`config.mk`:
```
export PLATFORM = sky130hd
export DESIGN_NAME = pingpong_frame_buf
export DESIGN_NICKNAME = d
export VERILOG_FILES = /design/src/rtl/pingpong_frame_buf.sv
export SDC_FILE = /design/constraint.sdc
export NUM_CORES = 1
export LEC_CHECK = 0
export BUFFER_PORTS_ARGS = -buffer_cell sky130_fd_sc_hd__buf_2
export CORE_UTILIZATION = 45
export DETAILED_ROUTE_END_ITERATION = 16
export GPL_ROUTABILITY_DRIVEN = 0
export MAX_ROUTING_LAYER = met4
export PLACE_DENSITY = 0.65
export SLEW_MARGIN = 10
export SYNTH_ARGS = -nofsm -noshare
export SYNTH_HDL_FRONTEND = slang
export SYNTH_SLANG_ARGS = --single-unit
```
`constraint.sdc`:
```
create_clock -name clk -period 5.7 [get_ports clk]
set_clock_uncertainty 0.15 [all_clocks]
set_input_delay 0.855 -clock clk [delete_from_list [all_inputs] [get_ports clk]]
set_output_delay 0.855 -clock clk [all_outputs]
set_load 0.005 [all_outputs]
```
`src/rtl/pingpong_frame_buf.sv`:
```
// Double-buffered frame collector: samples fill one bank while the other is presented as a whole frame.
// Define PINGPONG_BITREV_EN to store samples in bit-reversed slot order (FFT input order).
module pingpong_frame_buf #(
  parameter int BUFFER_DEPTH = 16,
  parameter int DATA_WIDTH   = 32
) (
  input  logic                             clk,
  input  logic                             rst,
  input  logic                             in_valid,
  input  logic [DATA_WIDTH-1:0]            in_data,
  output logic                             in_ready,
  input  logic                             in_abort,
  output logic                             out_valid,
  input  logic                             out_ready,
  output logic [DATA_WIDTH*BUFFER_DEPTH-1:0] out_data,
  output logic [15:0]                      frame_cnt
);
  localparam int AW = $clog2(BUFFER_DEPTH);

  logic [DATA_WIDTH-1:0] bank [2][BUFFER_DEPTH];
  logic [1:0]            full;
  logic                  wr_sel, rd_sel;
  logic [AW-1:0]         wr_idx, wr_slot;
  logic                  accept, xfer, last;

  assign in_ready  = !rst && !full[wr_sel];
  assign accept    = in_valid && in_ready && !in_abort;
  assign out_valid = full[rd_sel];
  assign xfer      = out_valid && out_ready;
  assign last      = (wr_idx == AW'(BUFFER_DEPTH-1));

`ifdef PINGPONG_BITREV_EN
  always_comb begin
    wr_slot = '0;
    for (int i = 0; i < AW; i++) wr_slot[i] = wr_idx[AW-1-i];
  end
`else
  assign wr_slot = wr_idx;
`endif

  // Completion sets full[wr_sel] and release clears full[rd_sel]; these can only
  // coincide on different banks, since the filling bank is never full.
  always_ff @(posedge clk) begin
    if (rst) begin
      wr_idx    <= '0;
      wr_sel    <= 1'b0;
      rd_sel    <= 1'b0;
      full      <= '0;
      frame_cnt <= '0;
    end else begin
      if (in_abort) begin
        wr_idx <= '0;
      end else if (accept) begin
        wr_idx <= wr_idx + 1'b1;
        if (last) begin
          full[wr_sel] <= 1'b1;
          wr_sel       <= ~wr_sel;
        end
      end
      if (xfer) begin
        full[rd_sel] <= 1'b0;
        rd_sel       <= ~rd_sel;
        frame_cnt    <= frame_cnt + 16'd1;
      end
    end
  end

  // Storage is not reset; the full flags alone decide what is visible.
  always_ff @(posedge clk) begin
    if (accept) bank[wr_sel][wr_slot] <= in_data;
  end

  always_comb begin
    out_data = '0;
    for (int k = 0; k < BUFFER_DEPTH; k++)
      out_data[k*DATA_WIDTH +: DATA_WIDTH] = bank[rd_sel][k];
  end
endmodule

```
==> impl_metrics.json <==
{
  "hold_path.startpoint": "in_abort",
  "maxSlewViolCount": 0,
  "areaGrowthSynthToFinish_pct": 20.8,
  "yosys.area_share.adder": 0.00164,
  "grt.total_usage": 0.235,
  "hold_violations": 0,
  "die_x_um": 293,
  "fin_nets": 2446,
  "clockBufferDepth": 3,
  "num_vias": 19300,
  "rsz0062_at_grt": "false",
  "grt_overflow": 0,
  "vias_per_cell": 5.30,
  "netlist_area_um2": 38100,
  "synth_seq_cells": 1049,
  "ioPinCount": 567,
  "fin_crit_ns": 3.99,
  "finalSetupViolCount": 0,
  "cts.clk_slew.worst_paths_ns": 0.06,
  "ctsHoldBuffers": 0,
  "p_comb_frac": 0.015,
  "multi_input_area_um2": 6770,
  "path_max_fanout": 56,
  "postCtsSetupBuffers": 0,
  "grt_pass1_vias": 19400,
  "status": "finished, final reports clean",
  "synth_compound_area_frac": 0.00286,
  "synth-simple-area-share": 0.0129,
  "antenna_found_initial": 7,
  "grt_max_degree": 118,
  "synthCells": 1770,
  "fillers": 6443,
  "syn_nets": 1812,
  "cts-htree-levels": 3,
  "hold_class": "input port to register",
  "yosysUniqueCellTypes": 32,
  "final.setup.tns_ns": 0,
  "fin_area_um2": 46000,
  "synth_top_family_by_area": "multiplexers",
  "crit_type": "register to primary output",
  "routed_wl_um": 99600,
  "p_int_uw": 12400,
  "syn_area_per_cell_um2": 21.5,
  "pwr-share-seq": 0.546,
  "clockPowerShare": 0.438,
  "fin_util": 0.550,
  "numClockSinks": 1049,
  "regArea_um2": 31300,
  "cp_data_required_time_ns": 4.70,
  "drive_gt1_frac": 0.518,
  "synth_xor_area_frac": 0.00276,
  "arrival_ns": 2.98,
  "post_cts_resized": 0,
  "cts_root_buf": "clkbuf_16",
  "ys_seq_area_frac": 0.821,
  "drc": 0,
  "cts_buffers": 105,
  "worst_slew_pin_slew_ns": 1.11,
  "ff2ff_setup_slack_ns": 2.05,
  "io_buffer_count": 566,
  "yosys_warnings": 0,
  "clk_latency_ns": 0.66,
  "die_y_um": 293,
  "fmax_mhz": 251,
  "drtIter0Drc": 1556,
  "avgRoutedWirePerCell_um": 27.4,
  "tritoncts": "done",
  "regToRegStartpoint": "wr_sel",
  "vdd.ir_drop.worst_mv": 0.260,
  "first_pass_iters": 5,
  "max_cap_violations": 0,
  "die_area_um2": 85800,
  "endpoint_kind": "primary output",
  "startpoint_type": "register",
  "start_util": 0.455,
  "antenna_left": 0,
  "whs_ns": 0.325,
  "power_density_nw_per_um2": 337,
  "num_rows": 106,
  "p_leak_uw": 0.0155,
  "synth_mux_area_frac": 0.152,
  "grt_first_pass_wirelength_um": 138000,
  "max-slew-margin-rel": 0.256,
  "coreArea_um2": 83700,
  "finalCritPeriodShare": 0.699,
  "place_hpwl_um": 58200,
  "switching_share": 0.200,
  "p_switching_uw": 3090,
  "place_area_um2": 42500
}
cell type report:
cell class | instances | share of cell area
Tap cell | 1134 | 0.0308
Sequential cell | 1049 | 0.679
Clock buffer | 131 | 0.0611
Inverter | 5 | 0.000408
Timing Repair Buffer | 592 | 0.0666
Multi-Input combinational cell | 651 | 0.147
Clock inverter | 65 | 0.0140
Antenna cell | 9 | 0.000490
registers in the layout, summed over array words and instances, names as in the netlist, named ones only:
| name | cells |
|---|---|
| frame_cnt | 16 |
| bank | 1024 |
| wr_idx | 4 |
| rd_sel | 1 |
| wr_sel | 1 |
| full | 2 |
placed cells by master (no fill, tap or decap), drive strengths merged, types with 2 or more instances in the layout:
cell type / count
clkbuf: 131
and3: 3
or4: 3
nor3: 6
nand2: 8
or3: 5
clkinv: 50
dfxtp: 25
clkinvlp: 3
o21a: 2
nand3b: 3
buf: 592
a21oi: 8
edfxtp: 1024
diode: 9
o21ai: 5
ha: 5
nor3b: 2
bufinv: 9
inv: 8
nor4: 2
o31ai: 3
nand4: 3
nand3: 13
or3b: 2
mux2: 512
nor2b: 2
xnor2: 6
mux2i: 3
xor2: 6
nor2: 44
Yosys cell counts:
library cell  instances  area (um2)
a21oi_1               8        40.0
a31oi_1               1        6.26
and2_1                1        6.26
and3_1                3        18.8
and4_1                1        8.76
clkbuf_1             64         240
clkbuf_2              1        5.00
dfxtp_1              25         500
edfxtp_1           1024       30700
ha_1                  5        62.6
inv_1                 5        18.8
mux2_2              512        5770
mux2i_1               3        30.0
nand2_1               8        30.0
nand3_1              13        65.1
nand3b_1              3        22.5
nand4_1               3        18.8
nor2_1               44         165
nor2b_1               2        12.5
nor3_1                6        30.0
nor3b_1               2        15.0
nor4_1                2        12.5
nor4b_1               1        8.76
o21a_1                2        15.0
o21ai_0               5        25.0
o31ai_1               3        22.5
or2_2                 1        6.26
or3_1                 5        31.3
or3b_2                2        17.5
or4_1                 3        22.5
xnor2_1               6        52.6
xor2_1                6        52.6
cell families after synthesis:
family          after synthesis
flops                      1049
mux                         515
fa+ha+maj                     5
buf+inv                      70
xor+xnor                     12
compound gates               19
simple gates                100
layer usage:
metal	vias up	part of all wire	GRT usage
li1	8320	-	-
met1	10100	0.39	0.291
met2	760	0.50	0.384
met3	133	0.080	0.0538
met4	0	0.028	0.0780
met5	-	0	-
path summary, 6_finish.rpt:
check	endpoint	cells past startpoint
worst max-delay path	out_data[425]	3
worst min-delay path	wr_idx[1]	2
worst min register to register	frame_cnt[15]	2
worst max register to register	bank[0][2]	3
critical path, stage by stage, from the launching register on:
cell and delay, ns:
dfxtp_4 0.93, buf_4 0.71, mux2_2 0.44, buf_2 0.14
power groups by stage:
stage	clock (uW)	sequential, uW	combinational [uW]
finish	6800	8470	236
global route	7210	8470	247
CTS	6920	8470	243
detailed placement	0	8640	242
global placement	0	8630	234
floorplan	0	8630	17.0
stage by stage:
stage	power (uW)	instances	setup WS, ns
finish	15500	3636	1.71
global route	15900	3627	1.57
CTS	15600	3627	1.66
detailed placement	8880	3431	1.39
global placement	8870	3431	1.41
floorplan	8650	1770	1.90
No activity file was read; power rests on OpenSTA's default activity.
